<file path="src/rtl/zombie_wave_ctrl.sv">
// Game-level controller for the zombie shooter: owns the alive mask, schedules
// spawns through a valid/ack handshake, applies kills and shooter damage, and
// tracks score, wave and health. Every output is a register.
module zombie_wave_ctrl #(
  parameter int NUM_ZOMBIES    = 10,
  parameter int SPAWN_INTERVAL = 60,
  parameter int WAVE_SIZE      = 10,
  parameter int IFRAMES        = 30,
  parameter int MAX_HEALTH     = 5
) (
  input  logic                   Clk,
  input  logic                   Reset,
  input  logic                   frame_tick,
  input  logic                   start,
  input  logic [NUM_ZOMBIES-1:0] zombie_dead,
  input  logic                   shooter_take_damage,
  input  logic                   spawn_ack,
  output logic                   spawn_valid,
  output logic [3:0]             spawn_idx,
  output logic [NUM_ZOMBIES-1:0] zombie_alive,
  output logic [2:0]             health,
  output logic                   invincible,
  output logic [15:0]            score,
  output logic [7:0]             wave,
  output logic                   game_over
);

  localparam int TW = (SPAWN_INTERVAL > 1) ? $clog2(SPAWN_INTERVAL) : 1;
  localparam int SW = $clog2(WAVE_SIZE + 1);
  localparam int IW = $clog2(IFRAMES + 1);
  localparam logic [TW-1:0] T_LAST = TW'(SPAWN_INTERVAL - 1);
  localparam logic [SW-1:0] S_LAST = SW'(WAVE_SIZE);
  localparam logic [IW-1:0] I_INIT = IW'(IFRAMES);
  localparam logic [2:0]    H_INIT = 3'(MAX_HEALTH);

  typedef enum logic [1:0] {IDLE, PLAY, WAVE_DONE, GAME_OVER} state_t;

  state_t                 state, state_n;
  logic [TW-1:0]          timer, timer_n;
  logic [SW-1:0]          spawned, spawned_n;
  logic [IW-1:0]          icnt, icnt_n;
  logic                   valid_n, invincible_n, game_over_n;
  logic [3:0]             idx_n;
  logic [NUM_ZOMBIES-1:0] alive_n;
  logic [2:0]             health_n;
  logic [15:0]            score_n;
  logic [7:0]             wave_n;

  logic                   ack_fire, free_any;
  logic [3:0]             free_idx;
  logic [NUM_ZOMBIES-1:0] kill_mask, ack_mask;
  logic [4:0]             kill_cnt;
  logic [16:0]            score_sum;

  // Per-cycle helpers: effective kills, lowest free slot, slot being acked.
  always_comb begin
    ack_fire  = spawn_valid & spawn_ack;
    kill_mask = zombie_dead & zombie_alive;
    ack_mask  = '0;
    kill_cnt  = '0;
    free_any  = 1'b0;
    free_idx  = '0;
    for (int i = 0; i < NUM_ZOMBIES; i++) begin
      ack_mask[i] = ack_fire && (spawn_idx == 4'(i));
      // a kill flag on the slot being spawned this cycle loses to the spawn
      if (ack_mask[i]) kill_mask[i] = 1'b0;
    end
    for (int i = 0; i < NUM_ZOMBIES; i++)
      kill_cnt = kill_cnt + {4'd0, kill_mask[i]};
    for (int i = NUM_ZOMBIES - 1; i >= 0; i--) begin
      if (!zombie_alive[i]) begin
        free_any = 1'b1;
        free_idx = 4'(i);
      end
    end
    score_sum = {1'b0, score} + {12'd0, kill_cnt};
  end

  // Next-state and next-output logic.
  always_comb begin
    state_n      = state;
    timer_n      = timer;
    spawned_n    = spawned;
    icnt_n       = icnt;
    valid_n      = spawn_valid;
    idx_n        = spawn_idx;
    alive_n      = zombie_alive;
    health_n     = health;
    invincible_n = invincible;
    score_n      = score;
    wave_n       = wave;
    game_over_n  = game_over;
    case (state)
      IDLE, GAME_OVER: begin
        if (start) begin
          state_n      = PLAY;
          timer_n      = '0;
          spawned_n    = '0;
          icnt_n       = '0;
          valid_n      = 1'b0;
          idx_n        = '0;
          alive_n      = '0;
          health_n     = H_INIT;
          invincible_n = 1'b0;
          score_n      = '0;
          wave_n       = 8'd1;
          game_over_n  = 1'b0;
        end
      end
      PLAY: begin
        alive_n = (zombie_alive & ~kill_mask) | ack_mask;
        score_n = score_sum[16] ? 16'hFFFF : score_sum[15:0];
        if (ack_fire) begin
          valid_n   = 1'b0;
          timer_n   = '0;
          spawned_n = spawned + 1'b1;
        end else begin
          // timer parks at its terminal value until a request can go out
          if (frame_tick && timer < T_LAST) timer_n = timer + 1'b1;
          if (!spawn_valid && timer == T_LAST && spawned < S_LAST && free_any) begin
            valid_n = 1'b1;
            idx_n   = free_idx;
          end
        end
        if (shooter_take_damage && !invincible) begin
          if (health <= 3'd1) begin
            health_n     = '0;
            state_n      = GAME_OVER;
            game_over_n  = 1'b1;
            alive_n      = '0;
            valid_n      = 1'b0;
            invincible_n = 1'b0;
            icnt_n       = '0;
          end else begin
            health_n     = health - 3'd1;
            invincible_n = 1'b1;
            icnt_n       = I_INIT;
          end
        end else if (invincible && frame_tick) begin
          if (icnt <= 1) begin
            icnt_n       = '0;
            invincible_n = 1'b0;
          end else begin
            icnt_n = icnt - 1'b1;
          end
        end
        if (state_n == PLAY && spawned_n == S_LAST && alive_n == '0)
          state_n = WAVE_DONE;
      end
      WAVE_DONE: begin
        wave_n    = (wave == 8'hFF) ? wave : wave + 8'd1;
        spawned_n = '0;
        timer_n   = '0;
        state_n   = PLAY;
      end
      default: state_n = IDLE;
    endcase
  end

  // State and output registers with synchronous reset.
  always_ff @(posedge Clk) begin
    if (Reset) begin
      state        <= IDLE;
      timer        <= '0;
      spawned      <= '0;
      icnt         <= '0;
      spawn_valid  <= 1'b0;
      spawn_idx    <= '0;
      zombie_alive <= '0;
      health       <= H_INIT;
      invincible   <= 1'b0;
      score        <= '0;
      wave         <= '0;
      game_over    <= 1'b0;
    end else begin
      state        <= state_n;
      timer        <= timer_n;
      spawned      <= spawned_n;
      icnt         <= icnt_n;
      spawn_valid  <= valid_n;
      spawn_idx    <= idx_n;
      zombie_alive <= alive_n;
      health       <= health_n;
      invincible   <= invincible_n;
      score        <= score_n;
      wave         <= wave_n;
      game_over    <= game_over_n;
    end
  end

endmodule

</file>
<file path="config.mk">
export PLATFORM = sky130hd
export DESIGN_NAME = zombie_wave_ctrl
export DESIGN_NICKNAME = d
export VERILOG_FILES = /design/src/rtl/zombie_wave_ctrl.sv
export SDC_FILE = /design/constraint.sdc
export NUM_CORES = 1
export LEC_CHECK = 0
export ABC_AREA = 1
export CAP_MARGIN = 15
export CORE_UTILIZATION = 69
export DETAILED_ROUTE_END_ITERATION = 16
export DONT_BUFFER_PORTS = 1
export PLACE_DENSITY = 0.9
export SETUP_SLACK_MARGIN = 0.2
export SLEW_MARGIN = 20
export SYNTH_ARGS = -nofsm -noshare
export SYNTH_HDL_FRONTEND = slang
export SYNTH_SLANG_ARGS = --single-unit
</file>
<file path="constraint.sdc">
create_clock -name Clk -period 7.3 [get_ports Clk]
set_input_delay 1.46 -clock Clk [delete_from_list [all_inputs] [get_ports Clk]]
set_output_delay 1.46 -clock Clk [all_outputs]
set_load 0.005 [all_outputs]
</file>
Yosys cells after proc, flatten, opt, wreduce, memory -nomap -nowiden
Cells that the tools add are included.

word-level totals
  register bits after elaboration = 61
  bits in latches = 0
  bits in writable memories = 0
  ROM bits = 0
  output and inout bits = 44
  logic and storage cells = 177
  memories = 0

operators by class
  add/subtract/negate cells = 15
  multipliers = 0
  divide/modulo/power cells = 0
  magnitude comparators = 4
  eq/ne operators = 25
  shift-type cells = 0
  muxes and demuxes = 82
  bitwise gates (word level) = 5
  reduce and logical (&&, ||, !) cells = 34

operators with widths
  operator                                             count
  2-to-1 mux 4 bit                                     15
  2-to-1 mux 10 bit                                    4
  2-to-1 mux 16 bit                                    2
  one-hot mux 16 bit (2 select lines)                  1
  2-to-1 mux 1 bit                                     31
  adder 5 x 1 -> 5 bit                                 5
  2-to-1 mux 5 bit                                     5
  bitwise AND 10 bit                                   2
  one-hot mux 10 bit (2 select lines)                  1
  logical AND 1 bit                                    18
  2-to-1 mux 6 bit                                     3
  one-hot mux 6 bit (3 select lines)                   1
  adder 16 x 5 -> 17 bit                               1
  equality test 4 x 3 -> 1 bit, second input constant  4
  2-to-1 mux 8 bit                                     2
  one-hot mux 8 bit (2 select lines)                   1
  equality test 4 bit, second input constant           3
  inequality test 2 bit, second input constant         6
  one-hot mux 4 bit (3 select lines)                   1
  AND reduction 4 bit                                  3
  logical NOT 10 bit                                   1
  2-to-1 mux 2 bit                                     5
  NOT 10 bit                                           1
  OR 10 bit                                            1
  34 further kinds                                     48

Longest topological paths before layout
  word-level depth = 16
  gate-level depth with buffers = 22
  depth with buffers taken out = 22

Least setup slack after synthesis
No wires, ideal clock.

  kind = input to register
  from = input spawn_ack
  to = register score[14]
  library setup time = 0.070 ns
  arrival time = 4.924 ns
  data required time = 7.230 ns
  setup slack = 2.305 ns
  stages on the path = 21
  cells stage by stage = nand2_1 -> inv_2 -> nand3_1 -> nand3_1 -> inv_1 -> fa_1 -> inv_1 -> fa_1 -> fa_1 -> fa_1 -> inv_1 -> fa_1 -> nand3_1 -> nand2_1 -> nand2_2 -> nor2_4 -> nand3_1 -> or2_1 -> nand3_1 -> nand2_1 -> a21oi_1

between the ends
  longest elaborated chain between the ends = 15

ends and longest elaborated chain
  element                                RTL line  source
  from (decl)                            17        input logic spawn_ack,
  bitwise AND 1 bit *                    57        ack_fire = spawn_valid & spawn_ack;
  logical AND 1 bit                      64        ack_mask[i] = ack_fire && (spawn_idx == 4'(i));
  2-to-1 mux 1 bit                       66        if (ack_mask[i]) kill_mask[i] = 1'b0;
  adder 1 x 1 -> 2 bit                   69        kill_cnt = kill_cnt + {4'd0, kill_mask[i]};
  adder 2 x 1 -> 3 bit                   69
  adder 3 x 1 -> 4 bit                   69
  adder 4 x 1 -> 5 bit                   69
  adder 5 x 1 -> 5 bit (4 in series)     69
  adder 5 x 1 -> 5 bit *                 69
  adder 16 x 5 -> 17 bit *               76        score_sum = {1'b0, score} + {12'd0, kill_cnt};
  2-to-1 mux 16 bit *                    112       score_n = score_sum[16] ? 16'hFFFF : score_sum[15:0];
  one-hot mux 16 bit (2 select lines) *  93        case (state)
  to (signal assigned)                   185       score <= score_n;
  to (decl)                              23        output logic [15:0] score,

Every way passes the cells marked *; elsewhere a longest branch is shown, timed or not.
A chain may end at the register's enable or synchronous reset.

Final worst setup path
  from = input spawn_ack
  to = register score[10]

Same word-level chain as after synthesis.

==> out/results.ini <==
[sta]
final_max_slew_viol_count=0
fin_skew_ps=5.61
rsz0062_at_grt=false
fin_crit_ps=5020
holdWs_ps=455
timing.final.ws_setup_ps=2280
worst_slew_pin_slew_ps=561
tns_ps=0
fmax_mhz=199
min_period_over_period_pct=68.8
setup_viol=0
hold_violations=0
max_slew_margin_pct=62.5

[yosys]
synth_edf_count=0
synthArstFlopShare_pct=0
synth_seq_cells=61
yosysTopAreaCellShare_pct=31.8
synth_seq_area_share_pct=31.8
syn_area_um2=3830
syn-num-nets=616
yosysTopAreaCell=dfxtp_1
synth_cell_types=39
ys.flop_type=dfxtp_1
synthCells=579
avgSynthCellArea_um2=6.62
synth.area.top_cells=dfxtp_1 32%, nand2_1 16%, a21oi_1 7.4%
yosys_warnings=0

[setup_path]
r2r_setup_slack_ps=2790
ff2ff_path_depth=20
crit_start=spawn_ack
worstSetupPathType=in -> reg
critPathLaunchType=primary input
timing.rr.end=score[10]
worstSetupEndpoint=score[10]
max_stage_delay_ps=540
reg2reg_from=spawn_valid
cpMostUsedCell=fa_1
crit_fanout=9
cp_data_required_time_ps=7570
endpoint_kind=flop
crit_arrival_ps=5290
critical_path.cell_chain=nand2_1, inv_2, nand3_1, nand3_1, inv_1, fa_1, inv_1, fa_1, fa_1, fa_1, inv_1, fa_1, nand3_1, nand2_1, nand2_2, nor3_2, nand2_1, o21ai_0, nand2_1, a21oi_1
cp_slowest_cell=fa_1

[global_routing]
antenna_found_initial=0
grt_pass1_wl_mm=15.6
grt_pass1_vias=3630
grt_max_degree=43
grt.total_usage_pct=32.9
grt_overflow=0

[cts]
clkTransAtPathRegs_ps=60
clock_latency_ps=340
postCtsHoldBufs=0
cts.sinks=61
clock_path_buffers=2
cts_tree=built
htree_levels=3
cts_resized=0
cts_root_buf=clkbuf_8
cts_buffers=9
post-cts-setup-buffers=0

[power]
max-vdd-ir-drop_mv=0.129
finalPower_uw=746
p_per_area_nw_per_um2=183
p_leak_uw=0.00170

[die]
rows=26
start_util_pct=73.2
dieArea_um2=5860
ios=60
core_area_um2=5240
die_x_um=76.6
fp.dieH_um=76.6

[hold_path]
hold_class=reg -> reg

[detailed_routing]
post_drt_wl_per_cell_um=14.2
drtPass1Iterations=5
routed_via_density=5.81
postRouteAntennaNets=0
drtIter0Drc=281
routed_wl_mm=9.26
drcViolationCount=0
vias=3784

[finish]
drive_above_1_share_pct=7.57
diodes=0
layout_commonest_cell=nand2_1
final_cell_mix=161 x nand2_1, 61 x dfxtp_1, 59 x inv_1
fin_util_pct=77.9
n_fill_cell=384
syn_to_final_growth_pct=6.33
fin_nets=615

[job]
cap_violations=0

[status]
status=complete, no violations

[placed_design]
dp_hpwl_mm=6.74
globalplace.congestion=0.957
dp_slack_ps=1960
numPortBuffers=0

==> per-layer routing <==
layer / up-vias / part of all wire (%) / global-route usage [%]
met4: 0 / 3.1 / 19.0
met1: 1733 / 41 / 35.8
met5: - / 0 / 0
met3: 29 / 5.8 / 6.83
li1: 1885 / - / -
met2: 137 / 50 / 58.6
==> synthesized netlist by cell type (4+ instances only) <==
cell / instances
or2_2: 5
a21oi_1: 57
inv_1: 59
nand3_1: 53
inv_2: 10
o21ai_0: 23
xor2_1: 9
ha_1: 14
buf_2: 4
fa_1: 7
clkbuf_1: 8
o21ai_1: 10
nor2_4: 4
nor3_1: 12
nand2_1: 161
nand4_1: 5
dfxtp_1: 61
nor2_1: 47
==> flip-flops by register name, summed over array words and instances (netlist names), 2 cells and up <==
name,count
health,3
score,16
zombie_alive,10
timer,6
icnt,5
state,2
wave,8
spawn_idx,4
spawned,4
==> cells by family (layout without fill, tap and decap cells) <==
group,after synthesis,in the layout,share of synthesized area [%]
AO/OA/AOI/OAI,103,103,14.8
XOR/XNOR,10,10,2.28
adder cells (fa/ha/maj),21,21,8.22
buffers and inverters,82,84,8.16
flip-flops,61,61,31.8
AND/OR/NAND/NOR,302,302,34.6
==> worst min-delay path by stage <==
stage                   from        to  slack (ps)  cells past startpoint
floorplan           timer[5]  timer[5]         430                      2
global placement    timer[5]  timer[5]         440                      2
detailed placement  timer[5]  timer[5]         450                      2
CTS                 timer[5]  timer[5]         460                      2
global route        timer[5]  timer[5]         480                      2
finish              timer[5]  timer[5]         460                      2
==> cell type report <==
| type | count | area (um2) | area share, % |
|---|---|---|---|
| Sequential cell | 61 | 1220 | 29.9 |
| Multi-Input combinational cell | 436 | 2300 | 56.5 |
| Timing Repair Buffer | 1 | 7.51 | 0.184 |
| Clock buffer | 13 | 169 | 4.14 |
| Clock inverter | 1 | 30.0 | 0.736 |
| Inverter | 69 | 259 | 6.35 |
| Tap cell | 70 | 87.6 | 2.15 |
==> critical path, delay by kind of cell <==
kind / cells / cell delay (ps)
AOI/OAI and AO/OA: 2 / 280
adders and majority gates: 5 / 2080
buffers and inverters: 4 / 400
and+or+nand+nor: 9 / 1080
==> through the flow <==
stage	instances	cell area, um2
after floorplan	579	3830
after global placement	637	3880
after detailed placement	637	3880
after CTS	651	4080
after global routing	651	4080
final	651	4080
==> power breakdown <==
group          total [uW]  switching [uW]  internal, uW
Combinational        89.2            63.9          25.3
Sequential            352            10.5           341
Clock                 304             122           182
Total                 746             197           549
(Power assumes the default switching activity.)
